`src/rtl/avfs_pkg.sv`:
```
// -----------------------------------------------------------------------------
// avfs_pkg
// Shared definitions for the adaptive voltage/frequency scaling controller:
// register offsets, channel mode encoding and register reset values.
// -----------------------------------------------------------------------------
package avfs_pkg;

  // Channel mode field of CH_CFG. Encoding 2'b11 is also treated as hold.
  typedef enum logic [1:0] {
    MODE_AUTO   = 2'b00,
    MODE_MANUAL = 2'b01,
    MODE_HOLD   = 2'b10
  } mode_e;

  // Register offsets (byte addresses on the 8-bit register bus)
  localparam logic [7:0] ADDR_CTRL    = 8'h00;
  localparam logic [7:0] ADDR_WINDOW  = 8'h04;
  localparam logic [7:0] ADDR_THRESH  = 8'h08;
  localparam logic [7:0] ADDR_SETTLE  = 8'h0C;
  localparam logic [7:0] ADDR_CH_CFG  = 8'h10;  // + 4*channel
  localparam logic [7:0] ADDR_CH_STAT = 8'h40;  // + 4*channel, read-only

  // Register reset values
  localparam logic        RST_ENABLE = 1'b1;
  localparam int          RST_WINDOW = 64;
  localparam logic [15:0] RST_LO     = 16'd16;
  localparam logic [15:0] RST_HI     = 16'd48;
  localparam logic [7:0]  RST_SETTLE = 8'd2;

  // Shortest window the WINDOW register will accept
  localparam int MIN_WINDOW = 4;

endpackage

```
`src/rtl/avfs_channel.sv`:
```
// -----------------------------------------------------------------------------
// avfs_channel
// One activity/frequency channel: counts busy cycles over the shared window,
// decides level steps in auto mode, applies manual/hold/max overrides and
// tracks the post-change cooldown.
//
// Ports:
//   clk, rst      clock, asynchronous active-high reset
//   i_enable      global enable; 0 forces level, counters and cooldown to 0
//   i_win_end     last cycle of the current window
//   i_clr         WINDOW register write: drop the partial count
//   i_activity    busy indication for this channel
//   i_mode        CH_CFG mode field
//   i_manual      manual level
//   i_max         maximum level
//   i_lo, i_hi    activity thresholds
//   i_settle      cooldown length in windows
//   o_level       current frequency level (registered)
//   o_chg         one-cycle pulse when o_level changes
//   o_last_cnt    activity count of the last completed window
// -----------------------------------------------------------------------------
module avfs_channel
  import avfs_pkg::*;
#(
  parameter int LVL_W = 4
) (
  input  logic             clk,
  input  logic             rst,
  input  logic             i_enable,
  input  logic             i_win_end,
  input  logic             i_clr,
  input  logic             i_activity,
  input  logic [1:0]       i_mode,
  input  logic [LVL_W-1:0] i_manual,
  input  logic [LVL_W-1:0] i_max,
  input  logic [15:0]      i_lo,
  input  logic [15:0]      i_hi,
  input  logic [7:0]       i_settle,
  output logic [LVL_W-1:0] o_level,
  output logic             o_chg,
  output logic [15:0]      o_last_cnt
);

  function automatic logic [15:0] sat_inc(input logic [15:0] v);
    return (v == 16'hFFFF) ? v : v + 16'd1;
  endfunction

  logic [15:0]      r_cnt;
  logic [15:0]      r_last_cnt;
  logic [LVL_W-1:0] r_level;
  logic [7:0]       r_cool;
  logic             r_chg;

  logic [15:0]      w_cnt_final;
  logic [LVL_W-1:0] w_level_nxt;
  logic [7:0]       w_cool_nxt;

  // Count including the current cycle, so the window-end decision sees it
  assign w_cnt_final = i_activity ? sat_inc(r_cnt) : r_cnt;

  // Level priority: disable, max clamp (any mode), manual, auto step at window end
  always_comb begin
    w_level_nxt = r_level;
    if (!i_enable) begin
      w_level_nxt = '0;
    end else if (r_level > i_max) begin
      w_level_nxt = i_max;
    end else if (i_mode == MODE_MANUAL) begin
      w_level_nxt = (i_manual > i_max) ? i_max : i_manual;
    end else if (i_mode == MODE_AUTO && i_win_end && r_cool == 8'd0) begin
      // Increment test first so that hi<lo still favours stepping up
      if (w_cnt_final > i_hi && r_level < i_max) begin
        w_level_nxt = r_level + LVL_W'(1);
      end else if (w_cnt_final < i_lo && r_level != '0) begin
        w_level_nxt = r_level - LVL_W'(1);
      end
    end
  end

  always_comb begin
    w_cool_nxt = r_cool;
    if (!i_enable) begin
      w_cool_nxt = 8'd0;
    end else if (w_level_nxt != r_level) begin
      w_cool_nxt = i_settle;
    end else if (i_win_end && r_cool != 8'd0) begin
      w_cool_nxt = r_cool - 8'd1;
    end
  end

  always_ff @(posedge clk or posedge rst) begin
    if (rst) begin
      r_cnt      <= '0;
      r_last_cnt <= '0;
      r_level    <= '0;
      r_cool     <= '0;
      r_chg      <= 1'b0;
    end else begin
      if (!i_enable || i_clr || i_win_end) begin
        r_cnt <= '0;
      end else begin
        r_cnt <= w_cnt_final;
      end
      if (i_win_end) begin
        r_last_cnt <= w_cnt_final;
      end
      r_level <= w_level_nxt;
      r_cool  <= w_cool_nxt;
      r_chg   <= (w_level_nxt != r_level);
    end
  end

  assign o_level    = r_level;
  assign o_chg      = r_chg;
  assign o_last_cnt = r_last_cnt;

endmodule

```
`src/rtl/avfs_mc_controller.sv`:
```
// -----------------------------------------------------------------------------
// avfs_mc_controller
// Multi-channel AVFS controller: register file, shared window counter and
// NUM_CH avfs_channel instances that pick a frequency level from activity.
//
// Ports:
//   clk, rst     clock, asynchronous active-high reset
//   activity     per-channel busy indication
//   freq_sel     per-channel level, channel c at [c*LVL_W +: LVL_W]
//   freq_chg     per-channel one-cycle pulse on level change
//   apb_sel/we   register bus select / write enable (write on posedge)
//   apb_addr     register byte address
//   apb_wdata    write data
//   apb_rdata    combinational read data (0 when not reading or unmapped)
// -----------------------------------------------------------------------------
module avfs_mc_controller
  import avfs_pkg::*;
#(
  parameter int NUM_CH = 2,
  parameter int LVL_W  = 4,
  parameter int WIN_W  = 16
) (
  input  logic                    clk,
  input  logic                    rst,
  input  logic [NUM_CH-1:0]       activity,
  output logic [NUM_CH*LVL_W-1:0] freq_sel,
  output logic [NUM_CH-1:0]       freq_chg,
  input  logic                    apb_sel,
  input  logic                    apb_we,
  input  logic [7:0]              apb_addr,
  input  logic [31:0]             apb_wdata,
  output logic [31:0]             apb_rdata
);

  logic             r_enable;
  logic [WIN_W-1:0] r_window;
  logic [WIN_W-1:0] r_win_cnt;
  logic [15:0]      r_lo;
  logic [15:0]      r_hi;
  logic [7:0]       r_settle;
  logic [1:0]       r_mode   [NUM_CH];
  logic [LVL_W-1:0] r_manual [NUM_CH];
  logic [LVL_W-1:0] r_max    [NUM_CH];

  logic             w_wr;
  logic             w_win_wr;
  logic             w_win_end;
  logic [WIN_W-1:0] w_win_wdata;
  logic [LVL_W-1:0] w_level    [NUM_CH];
  logic [15:0]      w_last_cnt [NUM_CH];

  assign w_wr        = apb_sel & apb_we;
  assign w_win_wr    = w_wr && (apb_addr == ADDR_WINDOW);
  assign w_win_wdata = (apb_wdata[WIN_W-1:0] < WIN_W'(MIN_WINDOW)) ?
                       WIN_W'(MIN_WINDOW) : apb_wdata[WIN_W-1:0];
  assign w_win_end   = r_enable && (r_win_cnt == r_window - WIN_W'(1));

  // Register file
  always_ff @(posedge clk or posedge rst) begin
    if (rst) begin
      r_enable <= RST_ENABLE;
      r_window <= WIN_W'(RST_WINDOW);
      r_lo     <= RST_LO;
      r_hi     <= RST_HI;
      r_settle <= RST_SETTLE;
      for (int c = 0; c < NUM_CH; c++) begin
        r_mode[c]   <= MODE_AUTO;
        r_manual[c] <= '0;
        r_max[c]    <= '1;
      end
    end else if (w_wr) begin
      case (apb_addr)
        ADDR_CTRL:   r_enable <= apb_wdata[0];
        ADDR_WINDOW: r_window <= w_win_wdata;
        ADDR_THRESH: begin
          r_lo <= apb_wdata[15:0];
          r_hi <= apb_wdata[31:16];
        end
        ADDR_SETTLE: r_settle <= apb_wdata[7:0];
        default: ;
      endcase
      for (int c = 0; c < NUM_CH; c++) begin
        if (apb_addr == ADDR_CH_CFG + 8'(4 * c)) begin
          r_mode[c]   <= apb_wdata[1:0];
          r_manual[c] <= apb_wdata[8 +: LVL_W];
          r_max[c]    <= apb_wdata[16 +: LVL_W];
        end
      end
    end
  end

  // Shared window counter; held at 0 while disabled so re-enable starts fresh
  always_ff @(posedge clk or posedge rst) begin
    if (rst) begin
      r_win_cnt <= '0;
    end else if (!r_enable || w_win_wr || w_win_end) begin
      r_win_cnt <= '0;
    end else begin
      r_win_cnt <= r_win_cnt + WIN_W'(1);
    end
  end

  always_comb begin
    apb_rdata = '0;
    if (apb_sel && !apb_we) begin
      case (apb_addr)
        ADDR_CTRL:   apb_rdata = {31'd0, r_enable};
        ADDR_WINDOW: apb_rdata = 32'(r_window);
        ADDR_THRESH: apb_rdata = {r_hi, r_lo};
        ADDR_SETTLE: apb_rdata = {24'd0, r_settle};
        default: ;
      endcase
      for (int c = 0; c < NUM_CH; c++) begin
        if (apb_addr == ADDR_CH_CFG + 8'(4 * c)) begin
          apb_rdata = 32'(r_mode[c]) | (32'(r_manual[c]) << 8) |
                      (32'(r_max[c]) << 16);
        end
        if (apb_addr == ADDR_CH_STAT + 8'(4 * c)) begin
          apb_rdata = {w_last_cnt[c], 16'(w_level[c])};
        end
      end
    end
  end

  for (genvar c = 0; c < NUM_CH; c++) begin : g_ch
    avfs_channel #(
      .LVL_W(LVL_W)
    ) u_ch (
      .clk       (clk),
      .rst       (rst),
      .i_enable  (r_enable),
      .i_win_end (w_win_end),
      .i_clr     (w_win_wr),
      .i_activity(activity[c]),
      .i_mode    (r_mode[c]),
      .i_manual  (r_manual[c]),
      .i_max     (r_max[c]),
      .i_lo      (r_lo),
      .i_hi      (r_hi),
      .i_settle  (r_settle),
      .o_level   (w_level[c]),
      .o_chg     (freq_chg[c]),
      .o_last_cnt(w_last_cnt[c])
    );
    assign freq_sel[c*LVL_W +: LVL_W] = w_level[c];
  end

endmodule

```
`config.mk`:
```
export PLATFORM = sky130hd
export DESIGN_NAME = avfs_mc_controller
export DESIGN_NICKNAME = d
export VERILOG_FILES = /design/src/rtl/avfs_pkg.sv /design/src/rtl/avfs_channel.sv /design/src/rtl/avfs_mc_controller.sv
export SDC_FILE = /design/constraint.sdc
export NUM_CORES = 1
export LEC_CHECK = 0
export CORE_MARGIN = 2
export CORE_UTILIZATION = 54
export DETAILED_ROUTE_END_ITERATION = 12
export DONT_BUFFER_PORTS = 1
export GPL_TIMING_DRIVEN = 0
export HOLD_SLACK_MARGIN = 0.1
export MAX_ROUTING_LAYER = met4
export PLACE_DENSITY_LB_ADDON = 0.3
export REMOVE_ABC_BUFFERS = 1
export SLEW_MARGIN = 30
export SYNTH_ARGS = -nofsm -noshare
export SYNTH_HDL_FRONTEND = slang
export SYNTH_SLANG_ARGS = --single-unit
```
`constraint.sdc`:
```
create_clock -name clk -period 6.05 [get_ports clk]
set_input_delay 1.21 -clock clk [delete_from_list [all_inputs] [get_ports clk]]
set_output_delay 1.21 -clock clk [all_outputs]
set_load 0.02 [all_outputs]
```
==> impl_results.md, run 1 <==
- Met2 track utilization from global routing: 0.464
- Proportion of synthesized chip area in sequential cells: 0.387
- Top-area cell type share of the netlist area: 0.356
- Dominant combinational cell family by area after synthesis: simple AND/OR/NAND/NOR gates
- Total leakage power: ~6 nW
- First-pass DRT Iterations: 5
- Most Crowded Layer GR: met2
- Share of the synthesized area in compound gates (AO/OA/AOI/OAI): 0.155
- Avg Vias per Cell: ~6.3
- Final slew viol count: 0
- Series of cell instances along the critical path: and4_1, nand3_1, o41a_1, and4_1, nand3_1, or2_2, xor2_1, inv_1, ha_1, a211o_1, a221oi_1, nor2_1, a211o_1, nand4b_1, nand3_1, mux2i_1
- Part of the total power dissipated in the clock network: 0.452
- Worst Tran Pin Value: approximately 850 ps
- Area growth from synthesis to final layout: 7.41%
- Result of the run: completed
- Data arrival time at the worst-slack endpoint: between 5000 and 6000 ps
- Clock transition at the register clock pins on the worst setup and hold paths after CTS: roughly 70 ps
- Met3 GRT Util: 0.0611
- Max-cap violation count: 0
- Share of post-route cells with drive strength above 1: 0.0869
- Final setup violation count: 0
- Total via count in the routed design: around 10,000
- Area of the mapped netlist: 11,900 µm²
- Critical path endpoint category: register
- Largest net degree at the start of global routing: between 70 and 80
- Max Fclk: 189 MHz
- Asr flop ratio synth: 1.00
- Setup tns final: 0 ps
- Final worst-path cycle share: 0.877
- Slowest library cell on the worst path: sky130_fd_sc_hd__a221oi_1
- Gpl congestion: 0.952
- Hold Path Class: register to register
- Horiz. Die Dim: between 150 and 200 µm
- Post-layout net count: 1,422
- TritonCTS clock tree: done
- Register bit total from synthesis: approximately 180
- Clock tree sinks: roughly 180
- Post-CTS resize count: 0
- HPWL Detailed: between 20,000 and 25,000 µm
- Commonest non-fill, non-tap cells in the layout: 169 x sky130_fd_sc_hd__dfrtp_1, 148 x sky130_fd_sc_hd__nand2_1, 112 x sky130_fd_sc_hd__nor2_1, 112 x sky130_fd_sc_hd__o21ai_0, 90 x sky130_fd_sc_hd__inv_1
- Post-synthesis adder-cell area fraction: 0.0926
- Instance count of the mapped netlist: ~1,300
- Share of power burned in registers: 0.477
- Multiplexer share of the synthesized area: 0.0662
- Placeable Area: ~22,000 µm²
- Worst-case clock skew: 9.75 ps
- Clock network latency to the later pin of the worst-skew pair: 440 ps
- Die height: 152 µm
- Power Internal: around 2 mW
- Cell variety after synth: between 70 and 80
- Number of primary I/O pins: 88
- Number of antenna violations at the first check in global routing: 0
- Avg Synthesized Cell Area: around 9 µm²
- Number of port buffers: 0
- Most prevalent standard cell on the critical path: sky130_fd_sc_hd__nand3_1
- Met1 track demand over resource in global routing: 0.380
- Final antenna-violating net count: 0
- Worst voltage drop across the vdd grid: around 0.18 mV
- Antenna fix cells: 0
- Crit path launch type: register
- Post-synthesis share of cell area spent on xor and xnor gates: 0.0603
- Total net switching power: approximately 650 µW
- Biggest cell delay along the critical path: 480 ps
- Cell type with the largest total area after synthesis: sky130_fd_sc_hd__dfrtp_1
- Rows: 54
- Largest fanout of any net on the critical path: 9
- GRT Resource Usage Total: 0.296
- RSZ-0062 raised after global routing: false
- Most area-consuming cells after synthesis: sky130_fd_sc_hd__dfrtp_1 36%, sky130_fd_sc_hd__ha_1 9.3%, sky130_fd_sc_hd__o21ai_0 4.7%, sky130_fd_sc_hd__nand2_1 4.7%, sky130_fd_sc_hd__mux2_2 4.3%
- CTS Hold Bufs: 0
- Simple-Gate Fraction of Synth Area: 0.189
- Global-route wire length before repair: about 53,000 µm
- Most common cell after layout, fill and taps aside: sky130_fd_sc_hd__dfrtp_1
- Warnings, synthesis: 0
- CTS max path bufs: 2
- DIE AREA: about 23,000 µm²
- Endpoints failing hold: 0
- Deepest level of the CTS H-tree: 4
- Number of cells after detailed placement: approximately 1,500
- DRC Markers: 0
- Number of global-route vias before repair: roughly 9,700
- Effective utilization at floorplan: 0.548
- Num CTS Buffers: 17
- Count of buffer and inverter cells on the critical path: 1
- Main flop type after synthesis: sky130_fd_sc_hd__dfrtp_1
- Critical Setup Path Class: register to register
- Worst max-slew margin expressed relative to the limit: 0.432
- Filler-free cell count of the finished design: roughly 1,600
- WL final: 33,200 µm
- Req. time, crit path: around 6400 ps
- Switching part of the total power: 0.245
- Clock tree root driver cell: sky130_fd_sc_hd__clkbuf_16
- Final critical-path required period: ~5300 ps
- Pwr dens: approximately 210 nW/µm²
- GR Overflow Total: 0
- Routed WL per cell: around 21 µm
- Count of flip-flops with a built-in enable after synthesis: 0
- Cell family with most CP delay: simple AND/OR/NAND/NOR gates
- Post-CTS Setup Repair Bufs: 0
- Iteration-0 DRC count of the detailed router: between 700 and 800
- Part of the total power dissipated in combinational logic: 0.071
-- metrics by stage --
stage | area, µm² | util | worst slack (ps) | hold slack [ps] | power [mW]
2_1_floorplan | 11600 | - | -109 | 445 | 1.42
3_3_place_gp | 12000 | 0.553 | -2130 | 461 | 1.47
3_5_place_dp | 12100 | 0.560 | 500 | 471 | 1.48
4_1_cts | 12800 | 0.589 | 874 | 494 | 2.67
5_1_grt | 12800 | 0.589 | 429 | 520 | 2.75
6_report | 12800 | 0.589 | 746 | 489 | 2.66
-- path summary, 6_finish.rpt --
path / startpoint / slack (ps) / to / cells after the start
worst max-delay path: g_ch[0].u_ch.r_cnt[9]$_DFF_PP0_ / 750 / g_ch[0].u_ch.r_cool[4]$_DFFE_PP0P_ / 16
worst min-delay path: g_ch[0].u_ch.o_last_cnt[12]$_DFFE_PP0P_ / 490 / g_ch[0].u_ch.o_last_cnt[12]$_DFFE_PP0P_ / 2
worst max register to register: g_ch[0].u_ch.r_cnt[9]$_DFF_PP0_ / 750 / g_ch[0].u_ch.r_cool[4]$_DFFE_PP0P_ / 16
worst min register to register: g_ch[0].u_ch.o_last_cnt[12]$_DFFE_PP0P_ / 490 / g_ch[0].u_ch.o_last_cnt[12]$_DFFE_PP0P_ / 2
max in group asynchronous: rst / 4760 / r_enable$_DFFE_PP1P_ / 2
min in group asynchronous: rst / 580 / r_win_cnt[6]$_DFF_PP0_ / 1
-- final cells by class --
| type | instances | area, µm² |
|---|---|---|
| fill | 1881 | 8910 |
| clock inverter | 14 | 195 |
| multi-input combinational | 989 | 6740 |
| tap | 280 | 350 |
| clock buffer | 18 | 429 |
| sequential | 183 | 4600 |
| timing repair buffer | 6 | 115 |
| inverter | 91 | 349 |
-- metal layers --
metal	vias to the layer above	part of all wire
li1	4635	-
met1	4861	0.42
met2	389	0.47
met3	73	0.069
met4	0	0.035
met5	-	0
-- Yosys cell counts (3+ instances only) --
cell type / count
sky130_fd_sc_hd__a22oi_1: 20
sky130_fd_sc_hd__nor2b_1: 18
sky130_fd_sc_hd__nor2_1: 113
sky130_fd_sc_hd__o211a_1: 3
sky130_fd_sc_hd__and3_1: 14
sky130_fd_sc_hd__nand2_1: 148
sky130_fd_sc_hd__a21oi_1: 44
sky130_fd_sc_hd__o211ai_1: 7
sky130_fd_sc_hd__o21ai_0: 112
sky130_fd_sc_hd__nand3b_1: 3
sky130_fd_sc_hd__buf_2: 6
sky130_fd_sc_hd__and4_1: 7
sky130_fd_sc_hd__a211oi_1: 9
sky130_fd_sc_hd__buf_4: 3
sky130_fd_sc_hd__dfstp_2: 14
sky130_fd_sc_hd__o22ai_1: 4
sky130_fd_sc_hd__mux2_2: 45
sky130_fd_sc_hd__a22o_1: 3
sky130_fd_sc_hd__nand4b_1: 4
sky130_fd_sc_hd__and2_1: 4
sky130_fd_sc_hd__nor4_1: 14
sky130_fd_sc_hd__or3_1: 8
sky130_fd_sc_hd__nand2b_1: 13
sky130_fd_sc_hd__mux2i_1: 28
sky130_fd_sc_hd__clkbuf_1: 45
sky130_fd_sc_hd__dfrtp_1: 169
sky130_fd_sc_hd__o21a_1: 16
sky130_fd_sc_hd__a2111oi_0: 5
sky130_fd_sc_hd__a21o_1: 9
sky130_fd_sc_hd__a222oi_1: 6
sky130_fd_sc_hd__nand4_1: 28
sky130_fd_sc_hd__o2111ai_1: 4
sky130_fd_sc_hd__a31oi_1: 3
sky130_fd_sc_hd__inv_1: 91
sky130_fd_sc_hd__xnor2_1: 47
sky130_fd_sc_hd__xor2_1: 33
sky130_fd_sc_hd__nor4b_1: 4
sky130_fd_sc_hd__or4_1: 4
sky130_fd_sc_hd__nor3b_1: 3
sky130_fd_sc_hd__o221ai_1: 6
sky130_fd_sc_hd__a221oi_1: 10
sky130_fd_sc_hd__nand3_1: 48
sky130_fd_sc_hd__ha_1: 88
sky130_fd_sc_hd__nor3_1: 20
-- logic make-up after synthesis --
kind of cell	Yosys count
adder cells (fa/ha/maj)	88
multiplexers	73
AO/OA/AOI/OAI	284
buffers and inverters	149
XOR/XNOR	81
AND/OR/NAND/NOR	463
flip-flops	183
-- power groups by stage --
stage / logic, mW / clock network [mW] / registers, mW
6_report: 0.189 / 1.20 / 1.27
5_1_grt: 0.211 / 1.27 / 1.27
2_1_floorplan: 0.138 / 0 / 1.28
4_1_cts: 0.188 / 1.21 / 1.27
3_3_place_gp: 0.176 / 0 / 1.29
3_5_place_dp: 0.186 / 0 / 1.29
-- tightest hold or removal path: stages (launching register included) --
cell and delay [ps]:
sky130_fd_sc_hd__dfrtp_1 350, sky130_fd_sc_hd__nand2_1 50, sky130_fd_sc_hd__o21ai_0 60
-- sequential cells by signal (all words and copies together), names as in the netlist, 16 cells and up --
| signal | cells |
|---|---|
| g_ch.u_ch.o_last_cnt | 32 |
| g_ch.u_ch.r_cnt | 32 |
| g_ch.u_ch.r_cool | 16 |
| r_hi | 16 |
| r_lo | 16 |
| r_win_cnt | 16 |
| r_window | 16 |
No activity file was read; power rests on OpenSTA's default activity.
==> inputs of run 2 (changes only) <==
--- a/config.mk
+++ b/config.mk
@@ -6,14 +6,15 @@
 export NUM_CORES = 1
 export LEC_CHECK = 0
 export CORE_MARGIN = 2
-export CORE_UTILIZATION = 54
+export CORE_UTILIZATION = 59
 export DETAILED_ROUTE_END_ITERATION = 12
 export DONT_BUFFER_PORTS = 1
-export GPL_TIMING_DRIVEN = 0
+export GPL_TIMING_DRIVEN = 1
 export HOLD_SLACK_MARGIN = 0.1
 export MAX_ROUTING_LAYER = met4
 export PLACE_DENSITY_LB_ADDON = 0.3
 export REMOVE_ABC_BUFFERS = 1
+export SETUP_SLACK_MARGIN = 0.2
 export SLEW_MARGIN = 30
 export SYNTH_ARGS = -nofsm -noshare
 export SYNTH_HDL_FRONTEND = slang
==> impl_results.md, run 2 (synthesized netlist as in run 1, its figures left out) <==
- Placeable Area: around 20,000 µm²
- Critical path endpoint category: output port
- HPWL Detailed: between 20,000 and 30,000 µm
- Area growth from synthesis to final layout: 6.77%
- Number of cells after detailed placement: 1,540
- Deepest level of the CTS H-tree: 4
- Worst max-slew margin expressed relative to the limit: 0.418
- Clock network latency to the later pin of the worst-skew pair: ~430 ps
- Pwr dens: between 200 and 250 nW/µm²
- Total net switching power: between 600 and 700 µW
- Final critical-path required period: around 5200 ps
- Most common cell after layout, fill and taps aside: sky130_fd_sc_hd__dfrtp_1
- Number of port buffers: 0
- Filler-free cell count of the finished design: 1,572
- Total Power Consumption: ~2.6 mW
- Met3 GRT Util: 0.0658
- Hold Path Class: register to register
- CTS Hold Bufs: 0
- Endpoints failing hold: 0
- First-pass DRT Iterations: 8
- Total via count in the routed design: around 10,000
- Crit path launch type: primary input
- Worst voltage drop across the vdd grid: roughly 0.19 mV
- Number of antenna violations at the first check in global routing: 0
- Final setup violation count: 0
- GRT Resource Usage Total: 0.332
- CTS max path bufs: 2
- Met1 track demand over resource in global routing: 0.442
- Number of primary I/O pins: 88
- Iteration-0 DRC count of the detailed router: 1,016
- Max Fclk: 191 MHz
- Die height: roughly 150 µm
- Req. time, crit path: roughly 4800 ps
- Antenna fix cells: 0
- Post-layout net count: 1,428
- Final slew viol count: 0
- WL final: between 30,000 and 40,000 µm
- Setup tns final: 0 ps
- Share of power burned in registers: 0.482
- Critical Setup Path Class: primary input to output port
- Share of post-route cells with drive strength above 1: 0.0903
- DP Worst Slack: a little over 800 ps
- Post-layout util: 0.648
- Num CTS Buffers: 17
- Post-CTS Setup Repair Bufs: 0
- Largest net degree at the start of global routing: 77
- Gpl congestion: slightly below 1
- Worst hold slack: 481 ps
- Instance area after placement: ~12,000 µm²
- Avg Vias per Cell: about 6.4
- DIE AREA: about 21,000 µm²
- Final worst-path cycle share: 0.867
- Met2 track utilization from global routing: 0.510
- Effective utilization at floorplan: 0.607
- Clock tree sinks: 183
- Filler cell count in the final layout: 1,624
- Part of the total power dissipated in combinational logic: 0.073
- Final cell area excluding filler cells: 12,700 µm²
- Number of global-route vias before repair: a little under 10,000
- Result of the run: completed
- Commonest non-fill, non-tap cells in the layout: 169 x sky130_fd_sc_hd__dfrtp_1, 148 x sky130_fd_sc_hd__nand2_1, 112 x sky130_fd_sc_hd__nor2_1, 112 x sky130_fd_sc_hd__o21ai_0, 90 x sky130_fd_sc_hd__inv_1
- RSZ-0062 raised after global routing: false
- Rows: between 50 and 60
- Largest fanout of any net on the critical path: 19
- Worst Tran Pin Value: 873 ps
- Final antenna-violating net count: 0
- Most Crowded Layer GR: met2
- Global-route wire length before repair: roughly 54,000 µm
- Routed WL per cell: around 22 µm
- Total leakage power: 6.01 nW
- Horiz. Die Dim: about 150 µm
- Worst-case clock skew: approximately 9.5 ps
- TritonCTS clock tree: done
- Part of the total power dissipated in the clock network: 0.444
- Clock tree root driver cell: sky130_fd_sc_hd__clkbuf_16
- DRC Markers: 0
- GR Overflow Total: 0
- Switching part of the total power: 0.250
- Max-cap violation count: 0
- Post-CTS resize count: 0
- Final worst setup slack: slightly above 800 ps
- Data arrival time at the worst-slack endpoint: roughly 4000 ps
- Power Internal: about 2 mW
- Clock transition at the register clock pins on the worst setup and hold paths after CTS: around 60 ps
run 2: cell types whose count changed in the layout (fill, tap and decap cells not counted), moves of 2 or more:
| cell | change |
|---|---|
| sky130_fd_sc_hd__buf_4 | +11 |
| sky130_fd_sc_hd__clkbuf_8 | +4 |
| sky130_fd_sc_hd__clkinv_4 | +3 |
| sky130_fd_sc_hd__clkinv_2 | -3 |
| sky130_fd_sc_hd__buf_16 | -3 |
| sky130_fd_sc_hd__bufinv_16 | -2 |
run 2: layout make-up:
class | count | area (µm²) | area share
clock buffer | 21 | 480 | 0.0378
multi-input combinational | 989 | 6710 | 0.529
tap | 265 | 332 | 0.0261
clock inverter | 11 | 138 | 0.0108
timing repair buffer | 12 | 90.1 | 0.00709
sequential | 183 | 4600 | 0.362
inverter | 91 | 347 | 0.0273
run 2: worst paths after layout:
path,from,cells after the start,slack [ps],to
setup / recovery,apb_addr[5],7,810,apb_rdata[30]
hold / removal,g_ch[1].u_ch.o_last_cnt[5]$_DFFE_PP0P_,2,480,g_ch[1].u_ch.o_last_cnt[5]$_DFFE_PP0P_
setup reg to reg,g_ch[0].u_ch.r_cnt[9]$_DFF_PP0_,17,1080,g_ch[0].u_ch.r_cool[3]$_DFFE_PP0P_
hold reg to reg,g_ch[1].u_ch.o_last_cnt[5]$_DFFE_PP0P_,2,480,g_ch[1].u_ch.o_last_cnt[5]$_DFFE_PP0P_
max in group asynchronous,rst,2,4110,g_ch[1].u_ch.o_last_cnt[15]$_DFFE_PP0P_
min in group asynchronous,rst,1,740,r_window[14]$_DFFE_PP0P_
run 2: routing by layer:
layer	wire length, µm	vias to the layer above
met5	0	-
met4	1350	0
met3	2510	94
met2	15600	427
met1	14600	4861
li1	-	4652
run 2: critical path, cell delays in order:
cell and delay (ps):
sky130_fd_sc_hd__nor4_1 490, sky130_fd_sc_hd__nor3b_1 560, sky130_fd_sc_hd__nand2_1 350, sky130_fd_sc_hd__nor2_2 320
sky130_fd_sc_hd__buf_4 330, sky130_fd_sc_hd__a22oi_1 150, sky130_fd_sc_hd__o21ai_0 620
run 2: power groups by stage:
stage	Combinational (mW)	Sequential (mW)	Clock [mW]
CTS	0.191	1.27	1.17
global route	0.215	1.27	1.22
floorplan	0.138	1.28	0
finish	0.193	1.27	1.17
detailed placement	0.188	1.29	0
global placement	0.184	1.29	0
==> inputs of run 3 (changes only) <==
--- a/config.mk
+++ b/config.mk
@@ -6,7 +6,7 @@
 export NUM_CORES = 1
 export LEC_CHECK = 0
 export CORE_MARGIN = 2
-export CORE_UTILIZATION = 59
+export CORE_UTILIZATION = 60
 export DETAILED_ROUTE_END_ITERATION = 12
 export DONT_BUFFER_PORTS = 1
 export GPL_TIMING_DRIVEN = 1
==> constraint.sdc (replaced) <==
create_clock -name clk -period 5.7 [get_ports clk]
set_input_delay 1.14 -clock clk [delete_from_list [all_inputs] [get_ports clk]]
set_output_delay 1.14 -clock clk [all_outputs]
set_load 0.02 [all_outputs]
==> impl_results.md, run 3 (synthesized netlist as in run 1, its figures left out) <==
- Result of the run: completed
- Effective utilization at floorplan: 0.611
- Worst-case clock skew: 12.9 ps
- Data arrival time at the worst-slack endpoint: between 5000 and 6000 ps
- Clock network latency to the later pin of the worst-skew pair: ~450 ps
- Worst voltage drop across the vdd grid: slightly above 0.2 mV
- Largest fanout of any net on the critical path: 9
- Worst Tran Pin Value: a little over 800 ps
- TritonCTS clock tree: done
- DRC Markers: 0
- Largest net degree at the start of global routing: 93
- Area growth from synthesis to final layout: 6.86%
- Number of global-route vias before repair: 9,578
- Max Fclk: about 200 MHz
- First-pass DRT Iterations: 6
- CTS max path bufs: 2
- Critical path endpoint category: register
- Crit path launch type: register
- Post-CTS Setup Repair Bufs: 0
- Routed WL per cell: between 20 and 25 µm
- Total leakage power: 6.01 nW
- Avg Vias per Cell: 6.38
- Number of cells after detailed placement: 1,543
- WL met1: 14,000 µm
- Gpl congestion: roughly 1
- Number of port buffers: 0
- GRT Resource Usage Total: 0.339
- Pwr dens: roughly 220 nW/µm²
- Critical Setup Path Class: register to register
- Global-route wire length before repair: around 52,000 µm
- Deepest level of the CTS H-tree: 4
- Clock transition at the register clock pins on the worst setup and hold paths after CTS: around 70 ps
- CTS Hold Bufs: 0
- Top layer in use: met4
- Final setup violation count: 0
- Final critical-path required period: approximately 5000 ps
- Filler-free cell count of the finished design: 1,575
- Total met2 wirelength after detailed routing: 15,500 µm
- Post-layout util: 0.653
- Post-layout net count: 1,431
- Final worst-path cycle share: 0.881
- Worst max-slew margin expressed relative to the limit: 0.450
- WL final: approximately 34,000 µm
- Hold Path Class: register to register
- Number of primary I/O pins: 88
- Die height: 145 µm
- Post-CTS resize count: 0
- Req. time, crit path: 6050 ps
- Max-cap violation count: 0
- Placeable Area: 19,500 µm²
- Share of post-route cells with drive strength above 1: 0.0908
- DIE AREA: around 21,000 µm²
- Endpoints failing hold: 0
- Total via count in the routed design: approximately 10,000
- Clock tree root driver cell: sky130_fd_sc_hd__clkbuf_16
- Setup slack, reg-to-reg: 680 ps
- RSZ-0062 raised after global routing: false
- Wire length on met3: between 2000 and 3000 µm
- HPWL Detailed: around 25,000 µm
- DP Worst Slack: slightly above 600 ps
- Num CTS Buffers: 17
- Clock tree sinks: between 150 and 200
- Horiz. Die Dim: between 100 and 150 µm
- Setup tns final: 0 ps
- GR Overflow Total: 0
- Final slew viol count: 0
- Iteration-0 DRC count of the detailed router: 1,092
- Commonest non-fill, non-tap cells in the layout: 169 x sky130_fd_sc_hd__dfrtp_1, 148 x sky130_fd_sc_hd__nand2_1, 112 x sky130_fd_sc_hd__nor2_1, 112 x sky130_fd_sc_hd__o21ai_0, 90 x sky130_fd_sc_hd__inv_1
- Final antenna-violating net count: 0
- Final worst setup slack: a little under 700 ps
- Antenna fix cells: 0
- Most common cell after layout, fill and taps aside: sky130_fd_sc_hd__dfrtp_1
- Number of antenna violations at the first check in global routing: 0
- Rows: ~50
[run 3: layout make-up]
| class | instances | area, µm² |
|---|---|---|
| fill | 1599 | 6750 |
| multi-input combinational | 989 | 6720 |
| sequential | 183 | 4600 |
| clock buffer | 20 | 447 |
| inverter | 91 | 347 |
| tap | 265 | 332 |
| clock inverter | 12 | 140 |
| timing repair buffer | 15 | 125 |
[run 3: critical path: stages (launching register included)]
cell,delay [ps]
sky130_fd_sc_hd__dfrtp_1,430
sky130_fd_sc_hd__and4_1,260
sky130_fd_sc_hd__nand3_1,120
sky130_fd_sc_hd__o41a_1,500
sky130_fd_sc_hd__and4_1,320
sky130_fd_sc_hd__and3_1,220
sky130_fd_sc_hd__xnor2_1,320
sky130_fd_sc_hd__inv_1,150
sky130_fd_sc_hd__ha_1,330
sky130_fd_sc_hd__a211oi_1,240
sky130_fd_sc_hd__o221ai_1,160
sky130_fd_sc_hd__a221oi_1,450
sky130_fd_sc_hd__nor2_1,230
sky130_fd_sc_hd__a211o_1,330
sky130_fd_sc_hd__nand4b_1,120
sky130_fd_sc_hd__nand3_1,440
sky130_fd_sc_hd__mux2i_1,330
[run 3: power by group]
part	internal [mW]	switching, mW	total, mW
Combinational	0.0691	0.133	0.202
Clock	0.664	0.544	1.21
Sequential	1.32	0.0244	1.35
[run 3: per-layer routing]
layer | GRT usage | vias to the layer above
met1 | 0.441 | 4832
met5 | - | -
met2 | 0.526 | 467
met3 | 0.0734 | 86
met4 | 0.124 | 0
li1 | - | 4666
[run 3: worst paths after layout]
kind / startpoint / endpoint / cells past startpoint
worst max-delay path: g_ch[0].u_ch.r_cnt[9]$_DFF_PP0_ / g_ch[0].u_ch.r_cool[6]$_DFFE_PP0P_ / 16
worst min register to register: g_ch[0].u_ch.o_last_cnt[13]$_DFFE_PP0P_ / g_ch[0].u_ch.o_last_cnt[13]$_DFFE_PP0P_ / 2
worst max register to register: g_ch[0].u_ch.r_cnt[9]$_DFF_PP0_ / g_ch[0].u_ch.r_cool[6]$_DFFE_PP0P_ / 16
max in group asynchronous: rst / r_max[3]$_DFFE_PP1P_ / 2
min in group asynchronous: rst / g_ch[0].u_ch.r_cnt[12]$_DFF_PP0_ / 1
worst min-delay path: g_ch[0].u_ch.o_last_cnt[13]$_DFFE_PP0P_ / g_ch[0].u_ch.o_last_cnt[13]$_DFFE_PP0P_ / 2
[run 3: through the flow]
stage | hold slack, ps | instance area, µm² | power (mW)
2_1_floorplan | 445 | 11600 | 1.51
3_3_place_gp | 467 | 12100 | 1.56
3_5_place_dp | 473 | 12100 | 1.57
4_1_cts | 491 | 12700 | 2.76
5_1_grt | 521 | 12700 | 2.84
6_report | 490 | 12700 | 2.75
